## src/rtl/rele_pkg.sv

```systemverilog
// Constants and helpers shared by the relay status reader and the relay driver.
// Also holds the read-strobe decode that gives the low-byte read priority.
package rele_pkg;

  localparam int RELE_CH          = 12;
  localparam int DEBOUNCE_DEFAULT = 50000;
  localparam int CNT_W            = 16;

  typedef enum logic [1:0] {
    RD_NONE = 2'd0,
    RD_LOW  = 2'd1,
    RD_HIGH = 2'd2
  } rd_sel_t;

  // When both strobes rise together, the high-byte edge is dropped.
  function automatic rd_sel_t decode_rd(input logic [1:0] rise);
    if (rise[0])      return RD_LOW;
    else if (rise[1]) return RD_HIGH;
    else              return RD_NONE;
  endfunction

endpackage

```

## src/rtl/rele_debounce.sv

```systemverilog
// One relay feedback channel: two-flop synchroniser followed by a counter debouncer.
// The toggle output pulses on the cycle before deb flips.
module rele_debounce
  import rele_pkg::*;
#(
  parameter int DEBOUNCE = DEBOUNCE_DEFAULT
) (
  input  logic clk,
  input  logic reset_n,
  input  logic fb,
  output logic deb,
  output logic toggle
);

  localparam logic [CNT_W-1:0] LAST = CNT_W'(DEBOUNCE - 1);

  logic             meta;
  logic             sync;
  logic [CNT_W-1:0] count;

  assign toggle = (sync != deb) && (count == LAST);

  always_ff @(posedge clk or negedge reset_n) begin
    if (!reset_n) begin
      meta  <= 1'b0;
      sync  <= 1'b0;
      deb   <= 1'b0;
      count <= '0;
    end else begin
      meta <= fb;
      sync <= meta;
      if (sync == deb) begin
        count <= '0;
      end else if (toggle) begin
        deb   <= ~deb;
        count <= '0;
      end else begin
        count <= count + 1'b1;
      end
    end
  end

endmodule

```

## src/rtl/rele_status.sv

```systemverilog
// Relay contact feedback reader: debounced state plus sticky change flags,
// read as two bytes with the high nibble snapshotted at the low-byte read.
module rele_status
  import rele_pkg::*;
#(
  parameter int DEBOUNCE = DEBOUNCE_DEFAULT
) (
  input  logic              clk,
  input  logic              reset_n,
  input  logic [RELE_CH-1:0] fb,
  input  logic [1:0]        rd,
  output logic [7:0]        data,
  output logic              irq
);

  logic [RELE_CH-1:0] deb;
  logic [RELE_CH-1:0] toggle;
  logic [RELE_CH-1:0] chg;
  logic [RELE_CH-1:0] chg_next;
  logic [RELE_CH-1:0] clr;
  logic [3:0]         shadow;
  logic [1:0]         rd_d;
  logic [1:0]         rise;
  rd_sel_t            sel;

  generate
    for (genvar gi = 0; gi < RELE_CH; gi++) begin : g_ch
      rele_debounce #(
        .DEBOUNCE(DEBOUNCE)
      ) u_debounce (
        .clk    (clk),
        .reset_n(reset_n),
        .fb     (fb[gi]),
        .deb    (deb[gi]),
        .toggle (toggle[gi])
      );
    end
  endgenerate

  assign rise = rd & ~rd_d;
  assign sel  = decode_rd(rise);

  // A toggle arriving in the same cycle as a clear is kept.
  always_comb begin
    clr = '0;
    case (sel)
      RD_LOW:  clr[7:0]  = '1;
      RD_HIGH: clr[11:8] = '1;
      default: clr       = '0;
    endcase
    chg_next = (chg & ~clr) | toggle;
  end

  always_ff @(posedge clk or negedge reset_n) begin
    if (!reset_n) begin
      rd_d   <= '0;
      chg    <= '0;
      shadow <= '0;
      data   <= '0;
      irq    <= 1'b0;
    end else begin
      rd_d <= rd;
      chg  <= chg_next;
      irq  <= |chg_next;
      case (sel)
        RD_LOW: begin
          data   <= deb[7:0];
          shadow <= deb[11:8];
        end
        RD_HIGH: data <= {chg[11:8], shadow};
        default: ;
      endcase
    end
  end

endmodule

```

## config.mk

```make
export PLATFORM = sky130hd
export DESIGN_NAME = rele_status
export DESIGN_NICKNAME = d
export VERILOG_FILES = /design/src/rtl/rele_pkg.sv /design/src/rtl/rele_debounce.sv /design/src/rtl/rele_status.sv
export SDC_FILE = /design/constraint.sdc
export NUM_CORES = 1
export LEC_CHECK = 0
export ABC_AREA = 1
export CORE_AREA = 5 5 150 152
export CTS_CLUSTER_DIAMETER = 50
export DETAILED_ROUTE_END_ITERATION = 8
export DIE_AREA = 0 0 155 157
export PLACE_DENSITY = 0.78
export REMOVE_ABC_BUFFERS = 1
export SETUP_SLACK_MARGIN = 0.2
export SYNTH_ARGS = -nofsm -noshare
export SYNTH_HDL_FRONTEND = slang
export SYNTH_SLANG_ARGS = --single-unit
```

## constraint.sdc

```tcl
create_clock -name clk -period 2.07 [get_ports clk]
set_clock_uncertainty 0.15 [all_clocks]
set_input_delay 0.414 -clock clk [delete_from_list [all_inputs] [get_ports clk]]
set_output_delay 0.414 -clock clk [all_outputs]
set_load 0.05 [all_outputs]
```

==> reports/qor.txt <==
fmax - 0.558 GHz
most frequent cells in the layout - nand2_1 (321), dfrtp_1 (255), inv_1 (251)
post-synthesis register bit count - 255
Clock power frac - 49.4%
number of global-route vias before repair - 9572
setup TNS - 0 ps
Final Hold Viols - 0
via/cell ratio - 5.17
number of distinct library cells after synthesis - 50
first-pass GRT wire length - 42.3 mm
commonest non-fill, non-tap cell in the layout - nand2_1
Post-route DRC - 0
Design Power - 11.0 mW
Post-synth EDFFs - 0
GRT Residual Overflow - 0
Layout Area Growth over Synthesis - 15.6%
WHS - 164 ps
number of port buffers - 24
Pleak - 7.22 nW
number of diodes - 0
Final setup viols - 0
drt total wl - 24.4 mm
Post-DRT Antenna Nets - 0
Post-Synthesis Cells - 1527
Critical path origin - g_ch[1].u_debounce.count[0]$_DFF_PN0_
initial antenna violation count - 0
RSZ-0062 raised after global routing - true
largest cells by area after synthesis - dfrtp_1 (51%), nand2_1 (9.6%), inv_1 (7.5%), nor2_1 (6.8%), nand3_1 (2.8%)
CTS Buffer Depth - 3
Hold Startpoint - fb[3]
FP Rows - 53
nets - 1636
Ys Warns - 0
GRT Util Overall - 20.4%
syn avg cell area - 8.22 um^2
RePlAce Congestion - 0.881
Worst-Margin Slew - 466 ps
max-cap viol count - 0
status - complete, no violations
Arr. time, crit path - 2110 ps
maximum number of pins on one net before global-route repair - 66
Max VDD drop - 0.722 mV
DRT Pass-1 Iters - 5
Core ar. - 0.0209 mm^2
async set or reset register ratio after synthesis - 100%
Largest stage delay, worst path - 410 ps
hold crit path type - in -> reg
Comb pwr share - 4.0%
Die Span Y - 157 um
Initial Utilization - 60.1%
die area - 0.0243 mm^2
Worst slew margin - 68.6%
Worst Path Class, Setup - reg -> reg
share of layout cells above drive strength 1 - 11.7%
CP Max Fanout - 7
Switching Share - 21.5%
TritonCTS clock tree - done
total vias in the final route - 9856
register area share after synthesis - 50.9%
CP Cell Sequence - ha_2 > nand3_2 > inv_1 > nand3_1 > nor2_4 > nor2_4 > buf_6 > o21ai_0 > a21oi_1
IO Pins - 25
Critical R2R Launch - g_ch[1].u_debounce.count[0]$_DFF_PN0_
fin crit share - 86.6%
DPL Wire Length - 17.1 mm
Power Internal - 8.64 mW
Main synth FF type - dfrtp_1
fin. max-slew vios - 0
synthesized cell area - 0.0125 mm^2
clk_lat worst skew - 540 ps
initial DRC count - 761
CP startpoint kind - flop
worst path bufs/invs - 2
WP data required - 2390 ps
wire per inst - 12.8 um
Reg power frac - 46.6%
Num CTS Buffers - 31
# H-tree levels - 1
Tmin final - 1790 ps
Yosys top cell by area - dfrtp_1
top cell type's share of synthesized area - 50.9%
Die Wd - 155 um
Post-Place Cell Area - 0.0132 mm^2
Clk pin slew, worst setup/hold paths - 60 ps
Setup crit end kind - flop
power per cell area - 759 mW/mm^2
root buf cell - clkbuf_16
Switch Pwr - 2.37 mW
post-route cell area - 0.0145 mm^2
CP max-delay cell - dfrtp_1
CP most frequent cell - nor2_4
CTS sink count - 255
crit-path leading delay family - simple AND/OR/NAND/NOR gates
through the flow:
step | instances | util, % | worst slack, ps
6_report | 1905 | 69.4 | 278
5_1_grt | 1905 | 69.4 | 131
4_1_cts | 1889 | 68.4 | 201
3_5_place_dp | 1833 | 63.2 | -24.3
3_3_place_gp | 1833 | 63.2 | -46.3
2_1_floorplan | 1520 | - | 277
cell families after synthesis:
family | count (synthesis) | synth area share [%]
flip-flops | 255 | 50.9
adder cells (fa/ha/maj) | 12 | 1.20
buffers and inverters | 267 | 8.33
XOR/XNOR | 44 | 3.07
AND/OR/NAND/NOR | 797 | 29.6
AO/OA/AOI/OAI | 152 | 6.94
final cells by class:
type                       count  area (um^2)
clock buffer                  40          860
tap                          275          344
clock inverter                15          196
inverter                     260          981
multi-input combinational   1006         5230
fill                        1629         6380
sequential                   255         6380
timing repair buffer          54          518
path summary, 6_finish.rpt:
check                                                              end  depth (start not counted)  slack (ps)
worst max-delay path            g_ch[1].u_debounce.count[12]$_DFF_PN0_                          9         280
worst min-delay path                 g_ch[3].u_debounce.meta$_DFF_PN0_                          1         160
worst max register to register  g_ch[1].u_debounce.count[12]$_DFF_PN0_                          9         280
worst min register to register      g_ch[10].u_debounce.sync$_DFF_PN0_                          0         190
max in group asynchronous       g_ch[7].u_debounce.count[11]$_DFF_PN0_                          3         880
min in group asynchronous        g_ch[3].u_debounce.count[3]$_DFF_PN0_                          2         220
power by group through the flow:
stage | Sequential (mW) | Clock [mW] | Combinational [mW]
final | 5.13 | 5.45 | 0.442
after global routing | 5.14 | 5.79 | 0.512
after CTS | 5.13 | 5.57 | 0.432
after detailed placement | 5.21 | 0 | 0.423
after global placement | 5.21 | 0 | 0.409
after floorplan | 5.20 | 0 | 0.207
synthesized netlist by cell type (6+ instances only):
library cell	number
nand2_1	321
dfrtp_1	255
inv_1	251
nor2_1	226
nand3_1	71
a21oi_1	68
nor3_1	49
o21ai_0	45
xor2_1	35
nor2_2	29
nand4_1	16
nor2_4	16
ha_1	12
nand3b_1	11
nor3b_1	11
or2_1	10
xnor2_1	9
inv_2	8
nand3_2	8
a31oi_1	7
nor4_1	7
nand2_2	6
repair_timing:
item / CTS / global route
endpoints found under the hold margin: 92 / 0
resized for setup: 7 / 19
pin swaps: 0 / 8
hold buffers: 1 / 0
gates cloned: 0 / 1
setup endpoints to repair: 36 / 63
buffers inserted: 0 / 15
metal layers:
metal,track usage [%],wire length [um],vias to the layer above
met5,0,0,-
met3,2.78,1020,54
met1,27.2,10800,4625
met2,34.9,11800,205
li1,-,-,4972
met4,6.52,706,0
sequential cells by signal, indices dropped and copies added (netlist names):
name                   flops
g_ch.u_debounce.count    192
chg                       12
g_ch.u_debounce.deb       12
g_ch.u_debounce.meta      12
g_ch.u_debounce.sync      12
data                       8
shadow                     4
rd_d                       2
irq                        1
(Power assumes the default switching activity.)
